==> src/rtl/mdu_hilo_if.sv <==
// mdu_hilo_if: EX-stage request/response bundle for the HI/LO multiply-divide unit.
//   start, op, a, b : operation request (rs/rt operands)
//   hilo_use        : ID stage holds a HI/LO-related instruction
//   busy, stall     : unit occupancy and hazard-unit stall
//   done            : one-cycle completion strobe
//   hi, lo          : architectural HI/LO registers
interface mdu_hilo_if #(
    parameter int unsigned WIDTH = 32
);
    logic             start;
    logic [2:0]       op;
    logic [WIDTH-1:0] a;
    logic [WIDTH-1:0] b;
    logic             hilo_use;
    logic             busy;
    logic             stall;
    logic             done;
    logic [WIDTH-1:0] hi;
    logic [WIDTH-1:0] lo;

    modport master (
        output start, op, a, b, hilo_use,
        input  busy, stall, done, hi, lo
    );

    modport slave (
        input  start, op, a, b, hilo_use,
        output busy, stall, done, hi, lo
    );
endinterface

==> src/rtl/mdu_hilo.sv <==
// mdu_hilo: iterative shift-add multiplier / restoring divider owning HI and LO.
//   clk  : clock, all state changes on the rising edge
//   clrn : synchronous active-low reset
//   bus  : mdu_hilo_if slave (start/op/a/b/hilo_use in; busy/stall/done/hi/lo out)
// A MULT/DIV takes WIDTH CALC cycles plus one FIN cycle; MTHI/MTLO complete in IDLE.
module mdu_hilo #(
    parameter int unsigned WIDTH = 32
) (
    input  logic  clk,
    input  logic  clrn,
    mdu_hilo_if.slave bus
);
    localparam int unsigned CW = $clog2(WIDTH);
    localparam int unsigned W2 = 2 * WIDTH;

    localparam logic [2:0] OP_MULT  = 3'b000;
    localparam logic [2:0] OP_MULTU = 3'b001;
    localparam logic [2:0] OP_DIV   = 3'b010;
    localparam logic [2:0] OP_DIVU  = 3'b011;
    localparam logic [2:0] OP_MTHI  = 3'b100;
    localparam logic [2:0] OP_MTLO  = 3'b101;

    typedef enum logic [1:0] {IDLE, CALC, FIN} state_t;

    state_t           state;
    logic [CW-1:0]    count;
    logic [W2-1:0]    acc;       // product, or {remainder, quotient}
    logic [WIDTH-1:0] opnd;      // multiplicand or divisor magnitude
    logic [WIDTH-1:0] raw_a;
    logic [WIDTH-1:0] hi_q;
    logic [WIDTH-1:0] lo_q;
    logic             is_div;
    logic             neg_res;
    logic             neg_rem;
    logic             div_zero;

    logic             is_mul_op;
    logic             is_div_op;
    logic             is_sgn_op;
    logic [WIDTH-1:0] mag_a;
    logic [WIDTH-1:0] mag_b;
    logic [WIDTH:0]   mul_sum;
    logic [W2-1:0]    mul_next;
    logic [WIDTH:0]   div_sh;
    logic [WIDTH-1:0] div_sub;
    logic [W2-1:0]    div_next;
    logic [W2-1:0]    prod_fix;
    logic [WIDTH-1:0] quot_fix;
    logic [WIDTH-1:0] rem_fix;

    // Request decode and operand magnitudes; -0x80000000 wraps to 0x80000000, read as unsigned.
    always_comb begin
        is_mul_op = (bus.op == OP_MULT) || (bus.op == OP_MULTU);
        is_div_op = (bus.op == OP_DIV)  || (bus.op == OP_DIVU);
        is_sgn_op = (bus.op == OP_MULT) || (bus.op == OP_DIV);
        mag_a     = (is_sgn_op && bus.a[WIDTH-1]) ? WIDTH'(-bus.a) : bus.a;
        mag_b     = (is_sgn_op && bus.b[WIDTH-1]) ? WIDTH'(-bus.b) : bus.b;
    end

    // One iteration of each algorithm, selected in CALC.
    always_comb begin
        mul_sum  = {1'b0, acc[W2-1:WIDTH]} + {1'b0, opnd};
        mul_next = acc[0] ? {mul_sum, acc[WIDTH-1:1]} : {1'b0, acc[W2-1:1]};
        div_sh   = {acc[W2-1:WIDTH], acc[WIDTH-1]};
        div_sub  = div_sh[WIDTH-1:0] - opnd;
        div_next = (div_sh >= {1'b0, opnd}) ? {div_sub, acc[WIDTH-2:0], 1'b1}
                                            : {div_sh[WIDTH-1:0], acc[WIDTH-2:0], 1'b0};
    end

    // Sign correction applied in FIN.
    always_comb begin
        prod_fix = neg_res ? W2'(-acc) : acc;
        quot_fix = neg_res ? WIDTH'(-acc[WIDTH-1:0]) : acc[WIDTH-1:0];
        rem_fix  = neg_rem ? WIDTH'(-acc[W2-1:WIDTH]) : acc[W2-1:WIDTH];
    end

    // Control FSM and datapath registers.
    always_ff @(posedge clk) begin
        if (!clrn) begin
            state    <= IDLE;
            count    <= '0;
            acc      <= '0;
            opnd     <= '0;
            raw_a    <= '0;
            hi_q     <= '0;
            lo_q     <= '0;
            is_div   <= 1'b0;
            neg_res  <= 1'b0;
            neg_rem  <= 1'b0;
            div_zero <= 1'b0;
        end else begin
            case (state)
                IDLE: begin
                    if (bus.start) begin
                        if (is_mul_op || is_div_op) begin
                            opnd     <= is_mul_op ? mag_a : mag_b;
                            acc      <= {{WIDTH{1'b0}}, (is_mul_op ? mag_b : mag_a)};
                            raw_a    <= bus.a;
                            is_div   <= is_div_op;
                            neg_res  <= is_sgn_op && (bus.a[WIDTH-1] ^ bus.b[WIDTH-1]);
                            neg_rem  <= is_sgn_op && bus.a[WIDTH-1];
                            div_zero <= (bus.b == '0);
                            count    <= '0;
                            state    <= CALC;
                        end else if (bus.op == OP_MTHI) begin
                            hi_q <= bus.a;
                        end else if (bus.op == OP_MTLO) begin
                            lo_q <= bus.a;
                        end
                    end
                end
                CALC: begin
                    acc   <= is_div ? div_next : mul_next;
                    count <= count + CW'(1);
                    if (count == CW'(WIDTH - 1)) begin
                        state <= FIN;
                    end
                end
                FIN: begin
                    if (!is_div) begin
                        hi_q <= prod_fix[W2-1:WIDTH];
                        lo_q <= prod_fix[WIDTH-1:0];
                    end else if (div_zero) begin
                        hi_q <= raw_a;
                        lo_q <= '1;
                    end else begin
                        hi_q <= rem_fix;
                        lo_q <= quot_fix;
                    end
                    state <= IDLE;
                end
                default: state <= IDLE;
            endcase
        end
    end

    assign bus.busy  = (state != IDLE);
    assign bus.done  = (state == FIN);
    assign bus.stall = (state != IDLE) && bus.hilo_use;
    assign bus.hi    = hi_q;
    assign bus.lo    = lo_q;
endmodule
==> src/flat_wrapper.sv <==
// flat-port wrapper written by rule: the top's interface ports become plain ports
module mdu_hilo_flat 
#(
    parameter int unsigned WIDTH = 32
)
  (clk, clrn, bus_start, bus_op, bus_a, bus_b, bus_hilo_use, bus_busy, bus_stall, bus_done, bus_hi, bus_lo);
  mdu_hilo_if #(.WIDTH(WIDTH)) bus_i ();
  input  logic clk;
  input  logic clrn;
  input wire logic [$bits(bus_i.start)-1:0] bus_start;
  input wire logic [$bits(bus_i.op)-1:0] bus_op;
  input wire logic [$bits(bus_i.a)-1:0] bus_a;
  input wire logic [$bits(bus_i.b)-1:0] bus_b;
  input wire logic [$bits(bus_i.hilo_use)-1:0] bus_hilo_use;
  output wire logic [$bits(bus_i.busy)-1:0] bus_busy;
  output wire logic [$bits(bus_i.stall)-1:0] bus_stall;
  output wire logic [$bits(bus_i.done)-1:0] bus_done;
  output wire logic [$bits(bus_i.hi)-1:0] bus_hi;
  output wire logic [$bits(bus_i.lo)-1:0] bus_lo;
  assign bus_i.start = bus_start;
  assign bus_i.op = bus_op;
  assign bus_i.a = bus_a;
  assign bus_i.b = bus_b;
  assign bus_i.hilo_use = bus_hilo_use;
  assign bus_busy = bus_i.busy;
  assign bus_stall = bus_i.stall;
  assign bus_done = bus_i.done;
  assign bus_hi = bus_i.hi;
  assign bus_lo = bus_i.lo;
  mdu_hilo #(.WIDTH(WIDTH)) u_core (.clk(clk), .clrn(clrn), .bus(bus_i));
endmodule
==> config.mk <==
export PLATFORM = sky130hd
export DESIGN_NAME = mdu_hilo_flat
export DESIGN_NICKNAME = d
export VERILOG_FILES = /design/src/rtl/mdu_hilo_if.sv /design/src/rtl/mdu_hilo.sv /design/src/flat_wrapper.sv
export SDC_FILE = /design/constraint.sdc
export NUM_CORES = 1
export LEC_CHECK = 0
export BUFFER_PORTS_ARGS = -buffer_cell sky130_fd_sc_hd__buf_2
export CAP_MARGIN = 20
export CELL_PAD_IN_SITES_DETAIL_PLACEMENT = 0
export CELL_PAD_IN_SITES_GLOBAL_PLACEMENT = 1
export CORE_MARGIN = 2
export CORE_UTILIZATION = 45
export CTS_CLUSTER_DIAMETER = 30
export CTS_CLUSTER_SIZE = 30
export DETAILED_ROUTE_END_ITERATION = 8
export PLACE_DENSITY_LB_ADDON = 0.1
export SETUP_SLACK_MARGIN = 0.5
export SYNTH_ARGS = -nofsm -noshare
export SYNTH_HDL_FRONTEND = slang
export SYNTH_SLANG_ARGS = --single-unit
==> constraint.sdc <==
create_clock -name clk -period 4.2 [get_ports clk]
set_clock_uncertainty 0.05 [all_clocks]
set_input_delay 0 -clock clk [delete_from_list [all_inputs] [get_ports clk]]
set_output_delay 0 -clock clk [all_outputs]
set_load 0.005 [all_outputs]
-- Word level (Yosys, flattened, before mapping)
Cells that the tools add are included.
W data, S select, Z words.
- flip-flop bits (word level): 203
- input bits: 71
- output and inout bits: 67
- logic and storage cells: 88
- add/sub/neg operators: 8
- order comparisons: 1
- equality and inequality tests: 15
- multiplexer cells: 33
- bitwise operators: 1
- reductions and logical operators: 19
- operator list (cell ; number):
    $mux W32 ; 17
    $mux W64 ; 6
    $neg A32 Y32 ; 4
    $pmux W32 S2 ; 2
    $pmux W64 S2 ; 1
    $neg A64 Y64 ; 1
    $add A32 B32 Y33 ; 1
    $ge A33 B32 Y1 ; 1
    $logic_not A32 Y1 ; 1
    $sub A32 B32 Y32 ; 1
    $mux W5 ; 2
    $pmux W5 S2 ; 1
    $reduce_and A3 Y1 ; 3
    $ne A2 B1 Y1 const B ; 4
    $eq A3 B2 Y1 const B ; 2
    $eq A3 B3 Y1 const B ; 2
    $mux W2 ; 3
    $ne A2 B2 Y1 const B ; 3
    $reduce_bool A2 Y1 ; 3
    $add A5 B1 Y5 const B ; 1
    $eq A5 B5 Y1 const B ; 1
    $reduce_and A5 Y1 ; 1
    $logic_and A1 B1 Y1 ; 4
    $logic_or A1 B1 Y1 ; 4
    other kinds (8) ; 8

-- Depth between registers and ports, before layout
Gate-level depths: netlist of run 1.
- depth after elaboration: 8
- depth in mapped cells: 14
- mapped depth without buffers: 13

-- Worst setup path after synthesis of run 1
No wires, ideal clock.
- kind: register to register
- start point: register u_core.acc[32]
- end point: register u_core.acc[59]
- setup time: 0.117 ns
- arrival: 3.002 ns
- data required time: 4.033 ns
- path slack: 1.031 ns
- cell stages (with the launch flop): 13
- buffers on the path: 0
- period minus slack after synthesis: 3.169 ns
- cells stage by stage: dfxtp_1 ha_1 inv_1 fa_1 nand2b_1 a21oi_1 o21ai_0 and3b_1 o41ai_1 a21boi_0 xnor2_1 o221a_2 a22o_1
- longest elaborated chain between the ends: 4
- elaborated cells on any way between the ends: 7
- classes of those cells: add/sub (2); order compare (1); mux (4)
- ends and longest elaborated chain (what ; RTL line ; text):
    start: declaration ; mdu_hilo.sv:27 ; logic [W2-1:0] acc;
    start signal: assignment ; mdu_hilo.sv:97 ; acc <= {{WIDTH{1'b0}}, (is_mul_op ? mag_b : mag_a)};
    start signal: assignment ; mdu_hilo.sv:113 ; acc <= is_div ? div_next : mul_next;
    $add A32 B32 Y33, or another cell as far along ; mdu_hilo.sv:62 ; mul_sum = {1'b0, acc[W2-1:WIDTH]} + {1'b0, opnd};
    $mux W64, on equally long branches ; mdu_hilo.sv:63, mdu_hilo.sv:66 ;
    $mux W64 (*) ; mdu_hilo.sv:113 ;
    $pmux W64 S2 (*) ; mdu_hilo.sv:92 ; case (state)
Every way passes the cells marked *; elsewhere a longest branch is shown, timed or not.
A chain may end at the register's enable or synchronous reset.

-- Worst setup path in the final report of run 1
Ends and elaborated chain as after synthesis.

==> impl_results.md, run 1 <==
* Status: finished clean
* Critical R2R Launch: u_core.acc[32]$_SDFFE_PN0P_
* Port-buffer cells at 137
* Initial Util at 0.459
* CP Launch Type: flop
* Die Y at 198 um
* Worst EP arrival at 4010 ps
* Fillers at 3545
* I/O Pins at 138
* Fmax at 0.282 GHz
* Layout cell share with drive strength beyond 1 at 0.143
* Final WS setup at 649 ps
* Power Density at 433 nW/um^2
* R2R setup slack at 650 ps
* DP Worst Slack at 445 ps
* H-tree levels at 2
* Sequential Power Share at 0.242
* Hold Path Sink: u_core.opnd[13]$_SDFFE_PN0P_
* Required time of the critical path at 4660 ps
* EDFF count, synth at 0
* Max cap viols at 0
* Drt wl/cell at 24.2 um
* Row cnt at 70
* Internal at 6.13 mW
* Sw Pwr at 2.90 mW
* Slew Limit Fails at 0
* Worst hold start: bus_b[13]
* GRT overflow at 0
* Total CTS buffers at 61
* Sequential cell area at 4070 sq um
* Vias in the first global route at 17929
* DR iter-0 viols at 1851
* Worst reg2reg path endpoint: u_core.acc[59]$_SDFFE_PN0P_
* Reg2Reg Depth at 13
* Slew headroom at 0.285
* Asr flop ratio synth at 0
* Combinational power share at 0.215
* Tmin final at 3550 ps
* Clk slew on worst S/H paths at 40 ps
* Initial antenna violation count at 1
* Vias post-DR at 19014
* Worst-Skew Late Latency at 630 ps
* Antenna-violating nets left at 0
* Fraction of the cycle the final worst path needs at 0.846
* GRT Util Overall at 0.367
* Max rail drop VDD at 0.461 mV
* Area of the multi-input gates at 11900 sq um
* Final Hold Viols at 0
* Sequential area share after synthesis at 0.241
* CTS tree: done
* Die Area at 39000 sq um
* Via density at 6.32
* # DRC at 0
* Final Setup Violations at 0
* Synthesized area at 16900 sq um
* Clock share of power at 0.543
* Hold path depth at 5
* Synthesized flop and latch total at 203
* Crit end category: flop
* Post-synth net total at 2484
* Chip width at 198 um
* Core area at 36800 sq um
* Sw frac at 0.321
* Leak at 8.50 nW
* Post-route setup TNS at 0 ps
* Pin count of the biggest net entering global routing at 75
* Most frequent cells in the layout: 286 x nand2_1, 261 x a21oi_1, 212 x nor2_1, 197 x dfxtp_1
* Hold crit path type: in -> reg
* Slew at the pin with the worst max-slew slack at 1070 ps
* Netlist cell types at 84
* Final net count at 2631
* Worst Setup Path Type: reg -> reg
* Synthesized area per cell at 7.21 sq um
* Synth Instances at 2341
* First-pass GRT wire length at 108 mm
* Detailed placement HPWL at 54.1 mm
* Commonest non-fill, non-tap cell in the layout: nand2_1
* Routed wire length at 72.8 mm
* CP max FO at 8
* RSZ-0062 raised after global routing: yes
* DRT Pass-1 Iters at 6
* Final GP Congestion at 0.957
* N_diodes at 0
* Synth-to-layout area growth at 23.6%
* Clock Tree Buf Depth at 3
* Clock Root Buffer: clkbuf_16
* Main synth FF type: dfxtp_1
* Final Core Density at 0.567
* Sink Count at 203
* Synth Warn # at 0
## how the worst max path moves through the flow
stage,from,end,slack [ps],cells after the start
6_report,u_core.acc[32]$_SDFFE_PN0P_,u_core.acc[59]$_SDFFE_PN0P_,650,13
5_1_grt,u_core.acc[32]$_SDFFE_PN0P_,u_core.acc[59]$_SDFFE_PN0P_,500,13
4_1_cts,u_core.acc[38]$_SDFFE_PN0P_,u_core.acc[37]$_SDFFE_PN0P_,540,10
3_5_place_dp,u_core.acc[32]$_SDFFE_PN0P_,u_core.acc[59]$_SDFFE_PN0P_,440,13
3_3_place_gp,u_core.acc[32]$_SDFFE_PN0P_,u_core.acc[59]$_SDFFE_PN0P_,500,13
2_1_floorplan,u_core.acc[32]$_SDFFE_PN0P_,u_core.acc[59]$_SDFFE_PN0P_,1030,12
## cell families after synthesis
group	Yosys count	synth area share
compound gates	790	0.301
xor+xnor	158	0.0820
fa+ha+maj	72	0.0543
buf+inv	256	0.0586
flops	203	0.241
mux	82	0.0492
simple gates	780	0.214
## through the flow
stage / hold WS (ps) / total power, mW / area [sq um] / std cells
final: 29.6 / 9.03 / 20800 / 3008
after global routing: 55.8 / 9.32 / 20800 / 3008
after CTS: 6.10 / 8.99 / 20800 / 3006
after detailed placement: 225 / 4.04 / 17900 / 2821
after global placement: 217 / 4.03 / 17900 / 2821
after floorplan: 60.3 / 3.40 / 16900 / 2341
## flip-flops by register name, summed over array words and instances (netlist names), 2 cells and up
name / cells
u_core.count: 5
u_core.raw_a: 32
u_core.bus.lo: 32
u_core.opnd: 32
u_core.bus.hi: 32
u_core.state: 2
u_core.acc: 64
## power groups by stage
| stage | clock [mW] | combinational, mW | sequential [mW] |
|---|---|---|---|
| after floorplan | 0 | 1.26 | 2.14 |
| final | 4.90 | 1.94 | 2.19 |
| after global routing | 5.03 | 2.09 | 2.20 |
| after global placement | 0 | 1.82 | 2.21 |
| after CTS | 4.92 | 1.89 | 2.18 |
| after detailed placement | 0 | 1.83 | 2.21 |
## cells in the mapped netlist (all sizes together), types with 4 or more instances
cell type | number | area (sq um)
a22o | 12 | 105
o41ai | 15 | 139
dfxtp | 203 | 4060
o21bai | 13 | 97.6
o221ai | 14 | 123
a221oi | 38 | 333
or3 | 23 | 154
a31oi | 31 | 194
xor2 | 77 | 674
o31a | 7 | 61.3
inv | 68 | 255
xnor2 | 81 | 709
nor2 | 220 | 826
a2111oi | 6 | 58.8
o21a | 15 | 113
buf | 28 | 133
a21boi | 6 | 48.8
and2 | 9 | 56.3
nand3b | 7 | 52.6
a221o | 4 | 40.0
o211ai | 52 | 390
and3 | 18 | 113
nor4 | 25 | 175
mux2i | 75 | 751
ha | 70 | 876
o21ai | 146 | 731
nand2b | 16 | 100
nand2 | 287 | 1080
a311oi | 4 | 35.0
nand3 | 43 | 215
nor3 | 58 | 295
a21oi | 263 | 1320
a211o | 5 | 43.8
clkbuf | 159 | 597
or2 | 12 | 75.1
o22ai | 25 | 156
nor2b | 11 | 68.8
nand4 | 20 | 125
a211oi | 52 | 395
or4 | 18 | 150
a21o | 20 | 150
o31ai | 27 | 208
a22oi | 8 | 60.1
o2111a | 4 | 45.0
mux2 | 7 | 78.8
## worst max-delay path: stages, from the launching register on
cell and delay (ps):
dfxtp_2 450, ha_1 250, inv_1 70, fa_1 390, nand2b_1 200, a21oi_2 260, o21ai_0 230, and3b_1 280
o41ai_1 360, buf_4 190, a21boi_0 100, xnor2_1 160, o221a_2 280, a22o_1 180
## repair_timing
action,in CTS,in global routing
hold buffers,70,0
gates resized for setup,2,7
buffers inserted,0,2
setup endpoints to repair,2,18
pin swaps,0,1
hold endpoints to repair,149,0
## layer usage
metal	track usage	up-vias	routed length [um]
li1	-	8878	-
met1	0.471	9188	30100
met2	0.589	776	33200
met3	0.0579	170	5350
met4	0.200	2	4060
met5	0	-	18
## layout make-up
type                       count  share of cell area
tap                          468              0.0281
clock inverter                34              0.0236
sequential                   203               0.195
clock buffer                  81              0.0816
timing repair buffer         271              0.0896
inverter                      69              0.0125
multi-input combinational   1882               0.569
No activity file was read; power rests on OpenSTA's default activity.
==> inputs of run 2 (changes only) <==
Settings changed: CORE_UTILIZATION 45 to 41.
Clock period 4.2 ns to 2.88 ns, I/O delays scaled along.
==> impl_results.md, run 2 (synthesis results as in run 1) <==
* Chip width at 207 um (was 198 um)
* N_diodes at 0 (unchanged)
* Clock Tree Buf Depth at 3 (unchanged)
* Via density at 6.04 (was 6.32)
* Routed wire length at 82.1 mm (was 72.8 mm)
* Sw Pwr at 4.60 mW (was 2.90 mW)
* CP max FO at 7 (was 8)
* Final Core Density at 0.619 (was 0.567)
* Power Density at 569 nW/um^2 (was 433 nW/um^2)
* Fmax at 0.340 GHz (was 0.282 GHz)
* Slew Limit Fails at 0 (unchanged)
* Final Power at 14.4 mW (was 9.03 mW)
* Final GP Congestion at 0.943 (was 0.957)
* DRT Pass-1 Iters at 6 (unchanged)
* Initial antenna violation count at 1 (unchanged)
* # DRC at 0 (unchanged)
* Max reg flops at 64 (unchanged)
* Worst Setup Path Type: reg -> reg (unchanged)
* Sequential Power Share at 0.217 (was 0.242)
* Slew headroom at 0.275 (was 0.285)
* DR iter-0 viols at 1783 (was 1851)
* Clk slew on worst S/H paths at 40 ps (about the same)
* Port-buffer cells at 137 (unchanged)
* Placed Area at 20300 sq um (was 17900 sq um)
* Crit end category: flop (unchanged)
* Crit-path cells: buf_6 > ha_4 > nor2b_4 > o31a_1 > o31a_1 > or2_4 > a2111oi_4 > or2_4 > buf_12 > buf_6 > nand2_2 > a31oi_2 > a22o_1 (was ha_1 > inv_1 > fa_1 > nand2b_1 > a21oi_2 > o21ai_0 > and3b_1 > o41ai_1 > buf_4 > a21boi_0 > xnor2_1 > o221a_2 > a22o_1)
* I/O Pins at 138 (unchanged)
* Critical R2R Launch: u_core.acc[32]$_SDFFE_PN0P_ (unchanged)
* Min Hold Slack at 14.7 ps (was 29.6 ps)
* Sink Count at 203 (unchanged)
* R2R setup slack at -60 ps (was 650 ps)
* GRT overflow at 0 (unchanged)
* Worst reg2reg path endpoint: u_core.acc[35]$_SDFFE_PN0P_ (was u_core.acc[59]$_SDFFE_PN0P_)
* Pin count of the biggest net entering global routing at 85 (was 75)
* Drt wl/cell at 24.4 um (was 24.2 um)
* Final Hold Viols at 0 (unchanged)
* Final WS setup at -62.9 ps (was 649 ps)
* Crit. Startpoint: u_core.acc[32]$_SDFFE_PN0P_ (unchanged)
* Antenna-violating nets left at 0 (unchanged)
* Tmin final at 2940 ps (was 3550 ps)
* Sequential cell area at 4110 sq um (was 4070 sq um)
* Vias post-DR at 20355 (was 19014)
* Required time of the critical path at 3380 ps (was 4660 ps)
* Internal at 9.75 mW (was 6.13 mW)
* CP delay by family, top: compound AO/OA/AOI/OAI gates (unchanged)
* H-tree levels at 2 (unchanged)
* Worst-Skew Late Latency at 630 ps (about the same)
* CP Launch Type: flop (unchanged)
* Total CTS buffers at 59 (was 61)
* Die Y at 207 um (was 198 um)
* Max cap viols at 0 (unchanged)
* Critical path's slowest cell: a2111oi_4 (was dfxtp_2)
* Status: finished, violations left (was finished clean)
* Leak at 10.6 nW (was 8.50 nW)
* CTS tree: done (unchanged)
* Sw frac at 0.321 (about the same)
* Fillers at 3669 (was 3545)
* Crit path depth at 13 (unchanged)
* CP peak stage delay at 370 ps (was 450 ps)
* Die Area at 42800 sq um (was 39000 sq um)
* Initial Util at 0.414 (was 0.459)
* Reg2Reg Depth at 13 (unchanged)
* Failing checks: setup timing
* Fraction of the cycle the final worst path needs at 1.02 (was 0.846)
* Most frequent cells in the layout: 319 x buf_4, 258 x nand2_1, 226 x a21oi_1, 198 x nor2_1, 177 x dfxtp_1 (was 286 x nand2_1, 261 x a21oi_1, 212 x nor2_1, 197 x dfxtp_1)
* Vias in the first global route at 19294 (was 17929)
* Critical Path Sink: u_core.acc[35]$_SDFFE_PN0P_ (was u_core.acc[59]$_SDFFE_PN0P_)
* Final Setup Violations at 22 (was 0)
* Commonest non-fill, non-tap cell in the layout: buf_4 (was nand2_1)
* Worst EP arrival at 3450 ps (was 4010 ps)
* Hold crit path type: in -> reg (unchanged)
* Post-route cell area at 25200 sq um (was 20800 sq um)
* Biggest register: u_core.acc (unchanged)
* Synth-to-layout area growth at 49.6% (was 23.6%)
* Layout cell share with drive strength beyond 1 at 0.332 (was 0.143)
* Combinational power share at 0.291 (was 0.215)
* Clock share of power at 0.492 (was 0.543)
* RSZ-0062 raised after global routing: yes (unchanged)
* Worst path bufs/invs at 3 (was 2)
* Final net count at 2930 (was 2631)
* Max rail drop VDD at 0.471 mV (was 0.461 mV)
* Slew at the pin with the worst max-slew slack at 1090 ps (was 1070 ps)
* GRT Util Overall at 0.372 (was 0.367)
* First-pass GRT wire length at 119 mm (was 108 mm)
* Detailed placement HPWL at 60.9 mm (was 54.1 mm)
* Clock Root Buffer: clkbuf_16 (unchanged)
* Area of the multi-input gates at 13600 sq um (was 11900 sq um)
* Core area at 40700 sq um (was 36800 sq um)
* Row cnt at 74 (was 70)
[run 2: changes by cell type in the layout (fill, tap and decap cells not counted), sizes merged]
cell          before  now
dlymetal6s4s       0    1
inv               74   69
clkinv             7   14
bufinv             9   10
dlygate4sd3       70   62
clkinvlp          13    6
buf              201  509
clkbuf            81   80
[run 2: per-stage QoR]
| step | setup TNS (ps) | setup slack (ps) | instances |
|---|---|---|---|
| 6_report | -628 | -62.9 | 3368 |
| 2_1_floorplan | 0 | 72.1 | 2341 |
| 3_3_place_gp | -3160 | -265 | 3148 |
| 3_5_place_dp | -4130 | -283 | 3149 |
| 5_1_grt | -3650 | -162 | 3368 |
| 4_1_cts | -118 | -25.6 | 3349 |
[run 2: worst min-delay path by stage]
stage	from	to	slack, ps	cells past startpoint
after global routing	bus_start	u_core.acc[31]$_SDFFE_PN0P_	30	4
final	bus_start	u_core.acc[31]$_SDFFE_PN0P_	10	4
after detailed placement	bus_hilo_use	bus_stall	220	3
after floorplan	bus_hilo_use	bus_stall	60	1
after CTS	bus_b[13]	u_core.opnd[13]$_SDFFE_PN0P_	2	5
after global placement	bus_hilo_use	bus_stall	220	3
[run 2: metal layers]
metal	GRT usage	up-vias	wire [um]
li1	-	9474	-
met5	0	-	18
met1	0.481	9859	34300
met2	0.591	821	37100
met4	0.186	2	4480
met3	0.0754	199	6100
[run 2: repair_timing]
item                                    in CTS  in global routing
pin swaps                                  126                 86
gates resized for setup                    213                179
endpoints found under the setup margin      72                107
setup buffers                               26                 18
endpoints found under the hold margin      135                  0
hold buffers                                63                  0
cloned                                       1                  0
[run 2: worst reg2reg max path, stage by stage (launching register included)]
cell,delay [ps]
dfxtp_4,350
buf_6,120
ha_4,230
nor2b_4,120
o31a_1,260
o31a_1,270
or2_4,270
a2111oi_4,370
or2_4,250
buf_12,140
buf_6,110
nand2_2,50
a31oi_2,170
a22o_1,140
[run 2: final cells by class]
type | count | share of cell area
sequential | 203 | 0.163
tap | 532 | 0.0264
clock buffer | 80 | 0.0676
inverter | 69 | 0.0107
clock inverter | 30 | 0.0187
timing repair buffer | 572 | 0.175
multi-input combinational | 1882 | 0.539
[run 2: power groups by stage]
stage / registers, mW / logic [mW] / clock network, mW
after detailed placement: 3.15 / 3.37 / 0
final: 3.12 / 4.18 / 7.06
after global routing: 3.13 / 4.44 / 7.26
after CTS: 3.10 / 3.82 / 7.08
after global placement: 3.14 / 3.35 / 0
after floorplan: 3.13 / 1.98 / 0
